--- config.mk ---
export PLATFORM = sky130hd
export DESIGN_NAME = tx_frame_arbiter
export DESIGN_NICKNAME = d
export VERILOG_FILES = /design/src/rtl/tx_pkg.sv /design/src/rtl/rr_arbiter2.sv /design/src/rtl/tx_frame_arbiter.sv
export SDC_FILE = /design/constraint.sdc
export NUM_CORES = 1
export LEC_CHECK = 0
export CORE_UTILIZATION = 57
export DETAILED_ROUTE_END_ITERATION = 8
export MAX_ROUTING_LAYER = met4
export PLACE_DENSITY = 0.85
export SLEW_MARGIN = 0
export SYNTH_ARGS = -nofsm -noshare
export SYNTH_HDL_FRONTEND = slang
export SYNTH_HIERARCHICAL = 1
export SYNTH_SLANG_ARGS = --single-unit
--- constraint.sdc ---
create_clock -name tx_clk -period 4.7 [get_ports tx_clk]
set_clock_uncertainty 0.2 [all_clocks]
set_input_delay 0.94 -clock tx_clk [delete_from_list [all_inputs] [get_ports tx_clk]]
set_output_delay 0.94 -clock tx_clk [all_outputs]
set_load 0.03 [all_outputs]
--- src/rtl/tx_pkg.sv ---
// Shared types and constants for the MAC TX frame arbiter.
// Latency: none (declarations only).
// Backpressure: not applicable.
package tx_pkg;

    typedef enum logic [2:0] {
        ST_INIT,
        ST_IDLE,
        ST_WAIT_ACK,
        ST_STREAM,
        ST_GAP
    } tx_state_t;

    localparam int ETH_MAX_STD_BYTES   = 1514;
    localparam int ETH_MAX_JUMBO_BYTES = 9014;
    localparam int BYTE_CNT_W          = 14;

    // Index of a requester: 0 or 1.
    typedef logic req_idx_t;

    function automatic req_idx_t onehot_to_idx(input logic [1:0] oh);
        return oh[1];
    endfunction

endpackage

--- src/rtl/rr_arbiter2.sv ---
// Two-way round-robin grant: a tie goes to the requester not served last.
// Latency: combinational.
// Backpressure: none; the caller decides when the grant is taken.
module rr_arbiter2
    import tx_pkg::*;
(
    input  logic [1:0] req,
    input  req_idx_t   last,
    output logic [1:0] gnt
);

    always_comb begin
        gnt = 2'b00;
        case (req)
            2'b01:   gnt = 2'b01;
            2'b10:   gnt = 2'b10;
            2'b11:   gnt = last ? 2'b01 : 2'b10;
            default: gnt = 2'b00;
        endcase
    end

endmodule

--- src/rtl/tx_frame_arbiter.sv ---
// Shares one MAC TX byte interface between two frame requesters with IFG and length policing.
// Latency: request to mac_tx_dvld 1 cycle; data path combinational once granted.
// Backpressure: requester holds its first byte until the routed ack; waiting requester stalls.
module tx_frame_arbiter
    import tx_pkg::*;
#(
    parameter int EN_DELAY        = 100,
    parameter int IFG_CYCLES      = 12,
    parameter int MAX_STD_BYTES   = ETH_MAX_STD_BYTES,
    parameter int MAX_JUMBO_BYTES = ETH_MAX_JUMBO_BYTES,
    parameter int ACK_TIMEOUT     = 1024
) (
    input  logic       tx_clk,
    input  logic       reset,
    input  logic [7:0] req0_data,
    input  logic       req0_dvld,
    output logic       req0_ack,
    input  logic [7:0] req1_data,
    input  logic       req1_dvld,
    output logic       req1_ack,
    input  logic       cfg_jumbo_en,
    input  logic       cfg_no_gen_crc,
    output logic       conf_tx_en,
    output logic       conf_tx_jumbo_en,
    output logic       conf_tx_no_gen_crc,
    output logic [7:0] mac_tx_data,
    output logic       mac_tx_dvld,
    input  logic       mac_tx_ack,
    output logic [1:0] grant,
    output logic       frame_done,
    output logic       err_ack_timeout,
    output logic       err_oversize
);

    localparam int TW = 16;

    tx_state_t             state_q, state_nxt;
    logic [1:0]            grant_q, grant_nxt;
    req_idx_t              last_q, last_nxt;
    logic [TW-1:0]         tmr_q, tmr_nxt;
    logic [BYTE_CNT_W-1:0] byte_cnt_q, byte_cnt_nxt;
    logic                  trunc_q, trunc_nxt;
    logic                  tx_en_q, tx_en_nxt;
    logic                  jumbo_q, jumbo_nxt;
    logic                  no_crc_q, no_crc_nxt;
    logic                  frame_done_q, frame_done_nxt;
    logic                  err_ack_q, err_ack_nxt;
    logic                  err_ovs_q, err_ovs_nxt;

    logic [1:0]            arb_gnt;
    logic                  gnt_dvld;
    logic [7:0]            gnt_data;
    logic [BYTE_CNT_W-1:0] max_len;
    logic                  at_max;
    logic                  fwd_en;

    rr_arbiter2 u_rr (
        .req  ({req1_dvld, req0_dvld}),
        .last (last_q),
        .gnt  (arb_gnt)
    );

    assign gnt_dvld = (grant_q[0] & req0_dvld) | (grant_q[1] & req1_dvld);
    assign gnt_data = grant_q[1] ? req1_data : req0_data;
    assign max_len  = jumbo_q ? BYTE_CNT_W'(MAX_JUMBO_BYTES) : BYTE_CNT_W'(MAX_STD_BYTES);
    assign at_max   = (byte_cnt_q == max_len);

    // The byte presented when byte_cnt already equals the limit is the first one past it,
    // so it is blocked combinationally in the same cycle the oversize is detected.
    assign fwd_en = (state_q == ST_WAIT_ACK) ||
                    ((state_q == ST_STREAM) && !trunc_q && !at_max);

    assign mac_tx_dvld = gnt_dvld & fwd_en;
    assign mac_tx_data = mac_tx_dvld ? gnt_data : 8'h00;

    assign req0_ack = mac_tx_ack & grant_q[0] & (state_q == ST_WAIT_ACK);
    assign req1_ack = mac_tx_ack & grant_q[1] & (state_q == ST_WAIT_ACK);

    assign grant              = grant_q;
    assign conf_tx_en         = tx_en_q;
    assign conf_tx_jumbo_en   = jumbo_q;
    assign conf_tx_no_gen_crc = no_crc_q;
    assign frame_done         = frame_done_q;
    assign err_ack_timeout    = err_ack_q;
    assign err_oversize       = err_ovs_q;

    always_comb begin
        state_nxt      = state_q;
        grant_nxt      = grant_q;
        last_nxt       = last_q;
        tmr_nxt        = tmr_q;
        byte_cnt_nxt   = byte_cnt_q;
        trunc_nxt      = trunc_q;
        tx_en_nxt      = tx_en_q;
        jumbo_nxt      = jumbo_q;
        no_crc_nxt     = no_crc_q;
        frame_done_nxt = 1'b0;
        err_ack_nxt    = 1'b0;
        err_ovs_nxt    = 1'b0;

        case (state_q)
            ST_INIT: begin
                tmr_nxt = tmr_q + 1'b1;
                if (tmr_q == TW'(EN_DELAY - 1)) begin
                    tx_en_nxt = 1'b1;
                    tmr_nxt   = '0;
                    state_nxt = ST_IDLE;
                end
            end

            ST_IDLE: begin
                jumbo_nxt  = cfg_jumbo_en;
                no_crc_nxt = cfg_no_gen_crc;
                if (|arb_gnt) begin
                    grant_nxt = arb_gnt;
                    tmr_nxt   = '0;
                    state_nxt = ST_WAIT_ACK;
                end
            end

            ST_WAIT_ACK: begin
                if (!gnt_dvld) begin
                    // Requester gave up before the MAC took the first byte.
                    grant_nxt = 2'b00;
                    tmr_nxt   = '0;
                    state_nxt = ST_GAP;
                end else if (mac_tx_ack) begin
                    byte_cnt_nxt = BYTE_CNT_W'(1);
                    trunc_nxt    = 1'b0;
                    state_nxt    = ST_STREAM;
                end else begin
                    if (tmr_q != '1) begin
                        tmr_nxt = tmr_q + 1'b1;
                    end
                    if (tmr_q == TW'(ACK_TIMEOUT - 1)) begin
                        err_ack_nxt = 1'b1;
                    end
                end
            end

            ST_STREAM: begin
                if (gnt_dvld) begin
                    if (byte_cnt_q != '1) begin
                        byte_cnt_nxt = byte_cnt_q + 1'b1;
                    end
                    if (at_max && !trunc_q) begin
                        trunc_nxt   = 1'b1;
                        err_ovs_nxt = 1'b1;
                    end
                end else begin
                    frame_done_nxt = 1'b1;
                    last_nxt       = onehot_to_idx(grant_q);
                    grant_nxt      = 2'b00;
                    tmr_nxt        = '0;
                    state_nxt      = ST_GAP;
                end
            end

            ST_GAP: begin
                tmr_nxt = tmr_q + 1'b1;
                if (tmr_q == TW'(IFG_CYCLES - 1)) begin
                    tmr_nxt   = '0;
                    state_nxt = ST_IDLE;
                end
            end

            default: begin
                state_nxt = ST_INIT;
            end
        endcase
    end

    always_ff @(posedge tx_clk) begin
        if (reset) begin
            state_q      <= ST_INIT;
            grant_q      <= 2'b00;
            last_q       <= 1'b1;
            tmr_q        <= '0;
            byte_cnt_q   <= '0;
            trunc_q      <= 1'b0;
            tx_en_q      <= 1'b0;
            jumbo_q      <= 1'b0;
            no_crc_q     <= 1'b0;
            frame_done_q <= 1'b0;
            err_ack_q    <= 1'b0;
            err_ovs_q    <= 1'b0;
        end else begin
            state_q      <= state_nxt;
            grant_q      <= grant_nxt;
            last_q       <= last_nxt;
            tmr_q        <= tmr_nxt;
            byte_cnt_q   <= byte_cnt_nxt;
            trunc_q      <= trunc_nxt;
            tx_en_q      <= tx_en_nxt;
            jumbo_q      <= jumbo_nxt;
            no_crc_q     <= no_crc_nxt;
            frame_done_q <= frame_done_nxt;
            err_ack_q    <= err_ack_nxt;
            err_ovs_q    <= err_ovs_nxt;
        end
    end

endmodule

==> impl_metrics.json, run 1 <==
{
  "arrival_ps": 3100,
  "fmax_mhz": 236,
  "cp-end-kind": "primary output",
  "p_per_area_nw_per_um2": 291,
  "dieHeight_um": 68.6,
  "place_hpwl_um": 4210,
  "ys.flop_type": "dfxtp_1",
  "total_power_uw": 879,
  "num_io_pins": 42,
  "cts_buffer_depth": 2,
  "drt_pass1_iterations": 4,
  "clock-root-buffer": "clkbuf_8",
  "reg2reg_depth": 7,
  "hold_class": "flop to flop",
  "yosys.area.top_type": "dfxtp_1",
  "cts_sinks": 43,
  "wl_um": 5770,
  "route.top_layer_used": "met4",
  "die_w_um": 68.6,
  "status": "complete, no violations",
  "grt_pass1_vias": 2131,
  "antenna_found_initial": 0,
  "cp_max_fo": 9,
  "numCtsBuffers": 5,
  "wire_per_inst_um": 14.4,
  "postSynthCellCount": 311,
  "clk_latency_ps": 300,
  "irDropWorstVdd_mv": 0.181,
  "synthDistinctLibCells": 68,
  "seq_power_share": 0.472,
  "synth_seq_cells": 43,
  "crit_required_ps": 3560,
  "final_hold_viol_count": 0,
  "grt_usage": 0.274,
  "power_switching_uw": 293,
  "gp_congestion": 0.889,
  "synthTopCellsByArea": "dfxtp_1 34%, nand2_1 6.1%, nor2_1 4.9%",
  "post-place-ws_ps": 468,
  "synth_top_area_share": 0.341,
  "timing.rr.start": "tmr_q[0]",
  "async_flop_share": 0,
  "ant_nets": 0,
  "regToRegEndpoint": "tmr_q[5]",
  "drc_errors": 0,
  "nets": 375,
  "grt_overflow": 0,
  "synth_edf_count": 0,
  "swShare": 0.333,
  "core-area_um2": 4120,
  "fin_ws_ps": 457,
  "n_antenna_cell": 0,
  "fin_crit_ps": 4240,
  "std_cell_rows": 23,
  "drive_above_1_share": 0.103,
  "worst_pin_slew_ps": 874,
  "cts_tree": "done",
  "min_to": "err_oversize",
  "yosysWarningCount": 6,
  "dr_wl_met2_um": 2660,
  "synthToLayoutAreaGrowth_pct": 19.7,
  "wl_met1_um": 2740,
  "finalCritPeriodShare": 0.903,
  "power.share.clock": 0.270,
  "cp-start-kind": "input pin",
  "ys_seq_area_frac": 0.341,
  "postCtsResizedCells": 0,
  "hold_start": "trunc_q",
  "p_leak_uw": 0.000995,
  "drv_slew": 0,
  "grt_pass1_wl_um": 9240,
  "slew_headroom": 0.413,
  "max_cap_violations": 0,
  "synth_area_um2": 2530,
  "hold_depth": 1,
  "setup_viol": 0,
  "rsz0062_at_grt": "no",
  "start_util": 0.614,
  "crit_type": "input pin to primary output",
  "ff2ff_setup_slack_ps": 2120,
  "synth_nets": 337,
  "combPwrFrac": 0.258,
  "p_int_uw": 586,
  "drt_first_iter_violations": 138,
  "die-area_um2": 4700,
  "clkTransAtPathRegs_ps": 90,
  "ctsHoldBuffers": 0,
  "wl_met3_um": 305,
  "setup_tns_ps": 0,
  "avgViaCountPerCell": 5.91,
  "portBuffers": 41,
  "dr_total_vias": 2363,
  "grt_max_degree": 16,
  "htreeDepth": 2,
  "syn_area_per_cell_um2": 8.12,
  "postCtsSetupRepairBufs": 0
}
## Yosys cell counts (2+ instances only)
| master | n |
|---|---|
| nand3_1 | 20 |
| and4b_1 | 2 |
| xnor2_1 | 4 |
| xor2_1 | 8 |
| buf_2 | 2 |
| o21ai_1 | 2 |
| nor2_1 | 33 |
| buf_6 | 2 |
| ha_1 | 3 |
| o22ai_2 | 3 |
| a21oi_1 | 18 |
| a31oi_1 | 2 |
| and3_1 | 4 |
| mux2i_1 | 10 |
| nor4_1 | 3 |
| nor4b_1 | 2 |
| nor3_1 | 14 |
| nand2_1 | 41 |
| buf_4 | 2 |
| clkbuf_1 | 3 |
| o21ai_0 | 9 |
| and4_1 | 2 |
| nand4_1 | 13 |
| or2_2 | 4 |
| o311ai_1 | 5 |
| inv_1 | 14 |
| dfxtp_1 | 43 |
| a21oi_2 | 3 |
## sequential cells by signal, summed over array words and instances, names as in the netlist
name                flops
conf_tx_jumbo_en        1
last_q                  1
frame_done              1
byte_cnt_q             14
tmr_q                  16
err_oversize            1
trunc_q                 1
conf_tx_en              1
state_q                 3
conf_tx_no_gen_crc      1
err_ack_timeout         1
grant                   2
## layout by cell type, fill, tap and decap left out, types with 3 or more instances in the layout
cell type,count
dfxtp_1,43
xnor2_1,4
and3_1,4
clkdlybuf4s50_1,41
ha_1,3
inv_1,14
or2_2,4
o21ai_0,9
nand4_1,13
o22ai_2,3
clkbuf_8,5
mux2i_1,10
nand2_1,41
xor2_1,8
nor3_1,14
a21oi_1,18
nor2_1,33
nand3_1,20
nor4_1,3
o311ai_1,5
a21oi_2,3
## critical path, stage by stage
cell             delay, ps
clkdlybuf4s50_1        520
a22oi_1                120
nor2_1                 360
nand2_1                290
nor2_1                 190
clkdlybuf4s50_1        680
## kinds of logic after synthesis
logic type	Yosys count	share of synthesized area
simple gates	158	0.336
compound gates	59	0.177
flops	43	0.341
buf+inv	26	0.0505
xor+xnor	12	0.0416
mux	10	0.0396
fa+ha+maj	3	0.0149
## worst max-delay path by stage
| stage | to | depth (start not counted) | startpoint |
|---|---|---|---|
| 6_report | mac_tx_data[4] | 6 | req1_dvld |
| 5_1_grt | mac_tx_data[5] | 6 | req0_dvld |
| 4_1_cts | mac_tx_data[4] | 6 | req0_dvld |
| 3_5_place_dp | mac_tx_data[4] | 6 | req0_dvld |
| 3_3_place_gp | mac_tx_data[4] | 6 | req0_dvld |
| 2_1_floorplan | mac_tx_data[0] | 4 | req0_dvld |
## through the flow
step                instance area [um^2]  instances  hold WS [ps]  utilization
finish                              3020        400           271        0.735
floorplan                           2530        311           216            -
detailed placement                  2940        392           248        0.714
global placement                    2940        392           235        0.714
global route                        3020        400           306        0.735
CTS                                 3020        400           264        0.735
## layout make-up
type	count	area [um^2]
inverters	14	52.6
clock inverters	2	12.5
fillers	320	1090
repair buffers	43	425
multi-input cells	242	1540
clock buffers	6	72.6
flip-flops and latches	43	861
well taps	50	62.6
## power groups by stage
stage	Sequential, uW	Combinational [uW]	Clock [uW]
floorplan	422	166	0
global placement	422	221	0
detailed placement	422	226	0
CTS	414	227	241
global route	419	247	253
finish	415	227	237
## layer usage
metal,vias to the layer above,GRT usage
li1,1196,-
met1,1087,0.330
met2,71,0.445
met3,9,0.0724
met4,0,0.0833
met5,-,-
No activity file was read; power rests on OpenSTA's default activity.
==> run 2, diff against run 1 <==
SLEW_MARGIN = 20   (was 0)
==> results of run 2 <==
The final DEF is identical to that of run 1; final timing and power are the same.
==> run 3, diff against run 2 <==
CORE_UTILIZATION = 45   (was 57)
PLACE_DENSITY = 0.69   (was 0.85)
SLEW_MARGIN = default   (was 20)
==> run 3 against run 2 <==
Against the previous run: die area rose by 26%; sequential share of layout area is 0.42 points lower; critical endpoint unchanged; critical path depth did not move; sequential power about the same; largest power group unchanged; critical path type unchanged; combinational power is essentially flat; power rose by 5.9%; flip-flop and latch count unchanged; clock-buffer cell count fell by 1; maximum frequency increased by 0.57%; register-to-register slack got worse by 20 ps.
==> impl_metrics.json, run 3 (same netlist as run 1, synthesis figures left out) <==
{
  "std_cell_rows": 26,
  "cp_max_fo": 9,
  "ff2ff_setup_slack_ps": 2100,
  "hold_start": "trunc_q",
  "grt_pass1_vias": 2213,
  "hold_depth": 1,
  "antenna_found_initial": 0,
  "crit_required_ps": 3560,
  "critical_path.cell_chain": "clkdlybuf4s50_1 -> a22oi_1 -> nor2_1 -> nand2_1 -> nor2_1 -> clkdlybuf4s50_1",
  "place_hpwl_um": 4140,
  "max_cap_violations": 0,
  "slew_headroom": 0.465,
  "wl_um": 5790,
  "drive_above_1_share": 0.103,
  "largest_reg_flops": 16,
  "avgViaCountPerCell": 5.62,
  "finalCritPeriodShare": 0.898,
  "cp_num_buf_inv": 2,
  "cts_buffer_depth": 2,
  "ant_nets": 0,
  "drv_slew": 0,
  "postCtsResizedCells": 0,
  "critPathMaxStageDelay_ps": 690,
  "dieHeight_um": 76.9,
  "cp-start-kind": "input pin",
  "top_regs": "tmr_q x16, byte_cnt_q x14, state_q x3",
  "setup_tns_ps": 0,
  "p_leak_uw": 0.00101,
  "cts_sinks": 43,
  "worst_pin_slew_ps": 800,
  "ctsHoldBuffers": 0,
  "regMostFlops": "tmr_q",
  "cp-end-kind": "primary output",
  "worst_path_max_delay_cell": "clkdlybuf4s50_1",
  "start_util": 0.479,
  "final_hold_viol_count": 0,
  "cp_top_family": "buffers and inverters",
  "drc_errors": 0,
  "irDropWorstVdd_mv": 0.145,
  "cts_tree": "done",
  "grt_overflow": 0,
  "final_cell_mix": "43 x dfxtp_1, 41 x nand2_1, 41 x clkdlybuf4s50_1, 33 x nor2_1, 20 x nand3_1",
  "crit_type": "input pin to primary output",
  "die-area_um2": 5920,
  "arrival_ps": 3080,
  "wire_per_inst_um": 13.8,
  "clock-root-buffer": "clkbuf_8",
  "n_antenna_cell": 0,
  "place_area_um2": 2960,
  "mostFrequentLayoutCell": "dfxtp_1",
  "grt_usage": 0.213,
  "synthToLayoutAreaGrowth_pct": 21.5,
  "drt_pass1_iterations": 4,
  "grt_max_degree": 17,
  "fin_crit_ps": 4220,
  "p_per_area_nw_per_um2": 303,
  "nets": 374,
  "min_to": "err_oversize",
  "timing.rr.start": "tmr_q[0]",
  "num_io_pins": 42,
  "htreeDepth": 2,
  "clkTransAtPathRegs_ps": 80,
  "rsz0062_at_grt": "no",
  "fmax_mhz": 237,
  "postCtsSetupRepairBufs": 0,
  "reg2reg_depth": 7,
  "dr_total_vias": 2356,
  "grt_pass1_wl_um": 9960,
  "regToRegEndpoint": "tmr_q[3]",
  "hold_class": "flop to flop",
  "design_area_um2": 3070,
  "setup_viol": 0,
  "numCtsBuffers": 5,
  "drt_first_iter_violations": 105,
  "gp_congestion": 0.883,
  "die_w_um": 76.9,
  "status": "complete, no violations",
  "clk_latency_ps": 300,
  "portBuffers": 41,
  "core-area_um2": 5270
}
-- run 3: changes by cell type in the layout (fill, tap and decap cells not counted), sizes merged --
| cell | previous run | this run |
|---|---|---|
| clkbuf | 6 | 5 |
| bufinv | 0 | 1 |
| buf | 2 | 1 |
| clkinv | 1 | 2 |
| clkinvlp | 1 | 0 |
-- run 3: power by group --
group	internal, uW	switching [uW]
Clock	158	131
Sequential	384	31.5
Combinational	97.8	128
Total	640	291
-- run 3: per-layer routing --
metal,global-route usage,share of wire
met2,0.334,0.44
met4,0.0769,0.013
met5,-,0
met3,0.0393,0.042
met1,0.272,0.50
-- run 3: worst max path at each step --
stage	cells after the start	slack, ps	to	startpoint
after global routing	6	270	mac_tx_data[5]	req0_dvld
after detailed placement	6	490	mac_tx_data[7]	req0_dvld
after floorplan	4	1590	mac_tx_data[0]	req0_dvld
after CTS	6	490	mac_tx_data[4]	req0_dvld
final	6	480	mac_tx_data[4]	req0_dvld
after global placement	6	580	mac_tx_data[1]	req0_dvld
-- run 3: area by class of cell --
type / count / area (um^2)
Inverter: 14 / 52.6
Clock inverter: 3 / 43.8
Fill cell: 498 / 2200
Tap cell: 70 / 87.6
Sequential cell: 43 / 861
Clock buffer: 5 / 68.8
Timing Repair Buffer: 42 / 418
Multi-Input combinational cell: 242 / 1540
-- run 3: metrics by stage --
stage	worst slack, ps	hold slack [ps]	instances	total power [uW]	util
global route	273	299	419	982	0.582
floorplan	1590	216	311	588	-
CTS	486	275	419	938	0.582
detailed placement	493	250	411	649	0.561
finish	481	269	419	931	0.582
global placement	584	254	411	649	0.561
